## src/rtl/pc_sequencer.sv

```systemverilog
// Fetch-side PC sequencer: sequential fetch, taken-branch redirect with a one-cycle flush, halt.
// Optional macro PC_SEQ_BR_STATS_EN enables the saturating taken-branch counter on taken_cnt.
module pc_sequencer #(
   parameter int unsigned                PC_WIDTH = 32,
   parameter logic [PC_WIDTH-1:0]        RESET_PC = '0,
   parameter int unsigned                PC_INC   = 1
) (
   input  logic                clk,
   input  logic                rst,
   input  logic                stall,
   input  logic                halt,
   input  logic                br_valid,
   input  logic                isBranch,
   input  logic [PC_WIDTH-1:0] br_target,
   output logic [PC_WIDTH-1:0] pc,
   output logic                pc_valid,
   output logic                flush,
   output logic [1:0]          state_o,
   output logic [31:0]         taken_cnt
);

   typedef enum logic [1:0] {
      IDLE  = 2'b00,
      RUN   = 2'b01,
      FLUSH = 2'b10,
      HALT  = 2'b11
   } state_t;

   localparam logic [PC_WIDTH-1:0] INC = PC_WIDTH'(PC_INC);

   state_t state;
   logic   take;

   // A branch is taken only from RUN when neither halt nor stall has priority.
   assign take    = (state == RUN) && !halt && !stall && br_valid && isBranch;
   assign state_o = state;

   always_ff @(posedge clk) begin
      if (!rst) begin
         state    <= IDLE;
         pc       <= RESET_PC;
         pc_valid <= 1'b0;
         flush    <= 1'b0;
      end else begin
         case (state)
            IDLE: begin
               state    <= RUN;
               pc_valid <= 1'b1;
               flush    <= 1'b0;
            end
            RUN: begin
               if (halt) begin
                  state    <= HALT;
                  pc_valid <= 1'b0;
                  flush    <= 1'b0;
               end else if (stall) begin
                  state    <= RUN;
               end else if (take) begin
                  state    <= FLUSH;
                  pc       <= br_target;
                  pc_valid <= 1'b0;
                  flush    <= 1'b1;
               end else begin
                  state    <= RUN;
                  pc       <= pc + INC;
                  pc_valid <= 1'b1;
                  flush    <= 1'b0;
               end
            end
            FLUSH: begin
               // The target is fetched now, so pc is not advanced on this edge.
               state    <= RUN;
               pc_valid <= 1'b1;
               flush    <= 1'b0;
            end
            default: begin
               state    <= HALT;
               pc_valid <= 1'b0;
               flush    <= 1'b0;
            end
         endcase
      end
   end

`ifdef PC_SEQ_BR_STATS_EN
   always_ff @(posedge clk) begin
      if (!rst) begin
         taken_cnt <= '0;
      end else if (take && (taken_cnt != 32'hFFFF_FFFF)) begin
         taken_cnt <= taken_cnt + 32'd1;
      end
   end
`else
   assign taken_cnt = '0;
`endif

endmodule
```

## config.mk

```make
export PLATFORM = sky130hd
export DESIGN_NAME = pc_sequencer
export DESIGN_NICKNAME = d
export VERILOG_FILES = /design/src/rtl/pc_sequencer.sv
export SDC_FILE = /design/constraint.sdc
export NUM_CORES = 1
export LEC_CHECK = 0
export CORE_ASPECT_RATIO = 1.25
export CORE_MARGIN = 2
export CORE_UTILIZATION = 30
export CTS_CLUSTER_DIAMETER = 200
export DETAILED_ROUTE_END_ITERATION = 16
export GPL_TIMING_DRIVEN = 0
export SLEW_MARGIN = 10
export SYNTH_ARGS = -nofsm -noshare
export SYNTH_HDL_FRONTEND = slang
export SYNTH_SLANG_ARGS = --single-unit
```

## constraint.sdc

```tcl
create_clock -name clk -period 2.6 [get_ports clk]
set_input_delay 0.39 -clock clk [delete_from_list [all_inputs] [get_ports clk]]
set_output_delay 0.39 -clock clk [all_outputs]
set_load 0.05 [all_outputs]
```

==> results.cfg, run 1 <==
[logic_synthesis]
synth_most_common_cell = nand2_1
synth_top_cell_area_share = 0.297
yosysTopAreaCell = dfxtp_1
yosysUniqueCellTypes = 52
synth_seq_cells = 36
synthTopCellsByArea = dfxtp_1 (30%), buf_4 (10%), a21oi_1 (6.2%), nand2_1 (5.7%), o21ai_0 (4.5%)
synth_commonest_cells = nand2_1 (37), dfxtp_1 (36), buf_4 (33)
syn_area_mm2 = 0.00243
async_reset_ff_frac = 0
synth_edf_count = 0
yosysWarnings = 0
yosysSeqAreaShare = 0.297
netlist_instances = 326
ys.flop_type = dfxtp_1
avgSynthCellArea_um2 = 7.45

[layout]
layoutNonFillerInstCount = 533
syn_to_final_growth_pct = 45.1
final_area_mm2 = 0.00353
nNetsFinal = 476
nFillCells = 793
drive_gt1_frac = 0.116
antennaDiodeCount = 0

[job]
cap_viol_max_count = 0

[setup_path]
critPathMaxFanout = 10
path_class = in -> reg
startpoint_type = primary input
worstPathCellList = clkdlybuf4s50_1 -> nor4b_1 -> clkbuf_1 -> clkbuf_1 -> o21ai_0 -> nand3_1 -> o21ai_0
path_delay_family = buffers and inverters
worstSetupEndpointType = flop
critPathMaxStageDelay_ns = 0.47
cp.required_ns = 2.79
cp_slowest_cell = clkdlybuf4s50_1
cp_num_buf_inv = 3
worst_ep_arrival_time_ns = 2.57

[power]
p_per_area_mw_per_mm2 = 441
p_seq_frac = 0.379
swShare = 0.326
switchingPower_mw = 0.506
p_clk_frac = 0.365
p_int_mw = 1.05
vdd_ir_drop_max_mv = 0.259
p_leak_nw = 1.31
comb_power_share = 0.256

[floorplan]
fp.dieArea_mm2 = 0.00884
num_rows = 36
die_height_um = 105
start_util = 0.310
io_pins = 106
fp.coreArea_mm2 = 0.00784
fp.dieW_um = 84.5

[clocking]
cts_resized = 0
postCtsSetupRepairBufs = 0
cts.clk_slew.worst_paths_ns = 0.08
tritoncts = yes
clock_sinks = 36
cts_made_buffers = 5
root_buffer = clkbuf_8
cts_max_path_buffers = 2
holdBufCountCts = 0
clock_latency_ns = 0.30
htree_levels = 2

[route]
first_pass_iters = 5
drtIter0Drc = 177
drc = 0
via_per_inst = 5.35
wire_per_inst_um = 16.4
drt-total-wl_mm = 8.72
ant_nets = 0
vias = 2850

[placed_design]
dp_worst_setup_slack_ns = -0.208
portBuffers = 73
hpwl_mm = 6.25
gp_congestion = 0.921
postPlaceCellArea_mm2 = 0.00340
dp.cells = 525

[global_routing]
first_global_vias = 2707
antenna_found_initial = 0
grt_start_max_net_pins = 12
grt_overflow = 0
grt_first_pass_wirelength_mm = 13.8
grt_use_total = 0.193

[outcome]
outcome = complete, no violations

[sta]
finalCritPeriodShare = 0.918
finalSetupTns_ns = 0
hold_viol = 0
setup_violations = 0
setup_ws_ns = 0.212
fin_crit_ns = 2.39
finClkSkew_ns = 0.0111
tightest_slew_ns = 0.729
slew_headroom = 0.512
fmax_ghz = 0.419
slew_viol_final = 0
grt_setup_unrepaired = no

[worst_hold_path]
hold_path.class = reg -> reg
[area by class of cell]
type	count	area (µm²)	share of cell area
multi-input cells	263	1470	0.418
repair buffers	73	731	0.207
flip-flops and latches	36	721	0.204
plain buffers	55	344	0.0976
well taps	95	119	0.0337
clock buffers	7	96.3	0.0273
clock inverters	1	30.0	0.00852
inverters	3	11.3	0.00319
[placed cells by master, fill, tap and decap left out, drive strengths merged, types with 5 or more instances in the layout]
| cell type | instances |
|---|---|
| a211oi | 5 |
| a21oi | 30 |
| and3 | 6 |
| and4 | 9 |
| buf | 39 |
| clkbuf | 23 |
| clkdlybuf4s50 | 73 |
| conb | 32 |
| dfxtp | 36 |
| nand2 | 37 |
| nand3 | 15 |
| nand4 | 12 |
| nor2 | 20 |
| nor3 | 7 |
| nor4 | 6 |
| o21ai | 22 |
| o22ai | 5 |
[flip-flops by register name, indices dropped and copies added (netlist names)]
register,cells
flush,1
state_o,2
pc_valid,1
pc,32
[through the flow]
stage | hold slack [ns] | utilization | total power [mW]
final | 0.506 | 0.450 | 1.55
after global routing | 0.545 | 0.450 | 1.60
after CTS | 0.511 | 0.449 | 1.55
after floorplan | 0.469 | - | 0.867
after detailed placement | 0.492 | 0.433 | 0.996
after global placement | 0.473 | 0.433 | 0.994
[logic make-up after synthesis]
kind of cell	share of synthesized area
AO/OA/AOI/OAI	0.247
other	0.00154
adder cells (fa/ha/maj)	0.00515
XOR/XNOR	0.00721
multiplexers	0.0129
flip-flops	0.297
buffers and inverters	0.146
AND/OR/NAND/NOR	0.284
[path summary, 6_finish.rpt]
path	start	cells past startpoint	slack (ns)	endpoint
setup / recovery	stall	7	0.21	pc[11]$_SDFFE_PN0P_
hold / removal	state_o[0]$_SDFF_PN0_	1	0.51	pc_valid$_SDFFE_PN0P_
setup reg to reg	pc[12]$_SDFFE_PN0P_	6	0.21	pc[26]$_SDFFE_PN0P_
hold reg to reg	state_o[0]$_SDFF_PN0_	1	0.51	pc_valid$_SDFFE_PN0P_
[power by group through the flow]
stage          clock network [mW]  logic, mW  registers, mW
4_1_cts                     0.568      0.395          0.588
5_1_grt                     0.586      0.418          0.592
3_3_place_gp                    0      0.393          0.601
3_5_place_dp                    0      0.394          0.601
6_report                    0.568      0.397          0.589
2_1_floorplan                   0      0.216          0.650
[metal layers]
metal  global-route usage  vias to the layer above  wire (µm)
li1                     -                     1368          -
met1                0.248                     1326       3670
met2                0.313                      140       4210
met3               0.0427                       16        689
met4               0.0748                        0        155
met5                    0                        -          0
Power figures use the tool's default switching activity.
==> inputs of run 2 (changes only) <==
--- a/config.mk
+++ b/config.mk
@@ -11,6 +11,7 @@
 export CTS_CLUSTER_DIAMETER = 200
 export DETAILED_ROUTE_END_ITERATION = 16
 export GPL_TIMING_DRIVEN = 0
+export RECOVER_POWER = 25
 export SLEW_MARGIN = 10
 export SYNTH_ARGS = -nofsm -noshare
 export SYNTH_HDL_FRONTEND = slang
==> run 2 against run 1 <==
Against the previous run:
- worst hold slack got worse by 0.0031 ns
- sequential share of layout area did not move
- combinational power barely moved
- global-route usage did not move
- total power fell by 0.29%
- non-clock buffer count did not move
- design area did not move
- flip-flop and latch count did not move
- critical path type unchanged
==> results.cfg, run 2 (synthesized netlist as in run 1, its figures left out) <==
[setup_path]
r2r-end = pc[26]$_SDFFE_PN0P_
cp.required_ns = 2.79
critPathMaxFanout = 10
worstSetupEndpointType = flop
startpoint_type = primary input
worst_ep_arrival_time_ns = 2.59
crit_path_start = stall
reg2reg_depth = 6
endpoint = pc[11]$_SDFFE_PN0P_
path_class = in -> reg
r2r-start = pc[12]$_SDFFE_PN0P_
regToRegSetupSlack_ns = 0.21

[placed_design]
dp.cells = 525
hpwl_mm = 6.25
postPlaceCellArea_mm2 = 0.00340
portBuffers = 73
gp_congestion = 0.921

[sta]
whs_ns = 0.503
slew_viol_final = 0
fmax_ghz = 0.417
tightest_slew_ns = 0.736
slew_headroom = 0.507
finalCritPeriodShare = 0.923
grt_setup_unrepaired = no
fin_crit_ns = 2.40
hold_viol = 0
finClkSkew_ns = 0.00943
setup_violations = 0

[clocking]
htree_levels = 2
clock_sinks = 36
clock_latency_ns = 0.30
cts_made_buffers = 5
cts.clk_slew.worst_paths_ns = 0.08
tritoncts = yes
root_buffer = clkbuf_8
cts_max_path_buffers = 2

[layout]
nNetsFinal = 476
seqCellArea_um2 = 721
drive_gt1_frac = 0.116
layout_common_cells = clkdlybuf4s50_1 (56), nand2_1 (37), dfxtp_1 (36)
multi_input_area_mm2 = 0.00147
final_area_mm2 = 0.00353
largest_reg_flops = 32
nFillCells = 793
layout_commonest_cell = clkdlybuf4s50_1
syn_to_final_growth_pct = 45.1
regMostFlops = pc
antennaDiodeCount = 0
layoutNonFillerInstCount = 533

[floorplan]
fp.dieArea_mm2 = 0.00884
io_pins = 106
fp.coreArea_mm2 = 0.00784
num_rows = 36
start_util = 0.310
die_height_um = 105
fp.dieW_um = 84.5

[route]
drc = 0
drt-total-wl_mm = 8.70
wire_per_inst_um = 16.3
drtIter0Drc = 177
ant_nets = 0
via_per_inst = 5.38
vias = 2866
first_pass_iters = 5

[outcome]
outcome = complete, no violations

[power]
p_seq_frac = 0.380
p_int_mw = 1.04
switchingPower_mw = 0.505
vdd_ir_drop_max_mv = 0.259
comb_power_share = 0.255
p_leak_nw = 1.36
p_per_area_mw_per_mm2 = 439
p_clk_frac = 0.366
swShare = 0.326

[global_routing]
antenna_found_initial = 0
grt_use_total = 0.193
grt_start_max_net_pins = 12
grt_overflow = 0
first_global_vias = 2707
grt_first_pass_wirelength_mm = 13.8

[worst_hold_path]
hold_path.class = reg -> reg

[job]
cap_viol_max_count = 0
[run 2: cell types whose count changed in the layout (fill, tap and decap cells not counted)]
cell	delta
clkbuf_1	+1
buf_1	-1
dlygate4sd3_1	+17
clkdlybuf4s50_1	-17
[run 2: layer usage]
layer	part of all wire	GRT usage	wire length, µm
met1	0.42	0.248	3660
met2	0.48	0.313	4210
met3	0.077	0.0427	668
met4	0.018	0.0748	159
met5	0	0	0
[run 2: layout make-up]
cell class,count,share of cell area
multi-input combinational,263,0.418
buffer,55,0.0976
sequential,36,0.204
clock inverter,1,0.00852
timing repair buffer,73,0.207
clock buffer,7,0.0273
inverter,3,0.00319
tap,95,0.0337
[run 2: how the worst min path moves through the flow]
stage | to | slack (ns) | cells after the start | startpoint
after CTS | pc_valid$_SDFFE_PN0P_ | 0.51 | 1 | state_o[0]$_SDFF_PN0_
after global placement | pc_valid$_SDFFE_PN0P_ | 0.47 | 1 | state_o[0]$_SDFF_PN0_
after global routing | flush$_SDFFE_PP0N_ | 0.54 | 1 | state_o[1]$_SDFF_PN0_
after floorplan | flush$_SDFFE_PP0N_ | 0.47 | 1 | halt
after detailed placement | pc_valid$_SDFFE_PN0P_ | 0.49 | 1 | state_o[0]$_SDFF_PN0_
final | flush$_SDFFE_PP0N_ | 0.50 | 1 | state_o[1]$_SDFF_PN0_
[run 2: power groups by stage]
| stage | clock (mW) | sequential [mW] | combinational [mW] |
|---|---|---|---|
| 2_1_floorplan | 0 | 0.650 | 0.216 |
| 3_3_place_gp | 0 | 0.601 | 0.393 |
| 3_5_place_dp | 0 | 0.601 | 0.394 |
| 4_1_cts | 0.568 | 0.588 | 0.395 |
| 5_1_grt | 0.586 | 0.591 | 0.415 |
| 6_report | 0.566 | 0.588 | 0.395 |
[run 2: what timing repair did]
item / CTS / global route
buffers inserted: 0 / 0
setup endpoints to repair: 0 / 4
hold buffers: 0 / 0
gates resized for setup: 0 / 3
[run 2: through the flow]
stage | power [mW] | setup TNS (ns) | util | worst slack [ns]
final | 1.55 | 0 | 0.450 | 0.200
after global routing | 1.59 | 0 | 0.450 | 0.0298
after CTS | 1.55 | 0 | 0.449 | 0.107
after detailed placement | 0.996 | -1.68 | 0.433 | -0.208
after global placement | 0.994 | -1.43 | 0.433 | -0.185
after floorplan | 0.867 | 0 | - | 0.264
[run 2: worst max-delay path: stages]
cell and delay [ns]:
clkdlybuf4s50_1 0.47, nor4b_1 0.41, clkbuf_1 0.44, clkbuf_1 0.49, o21ai_0 0.20, nand3_1 0.11, o21ai_0 0.08
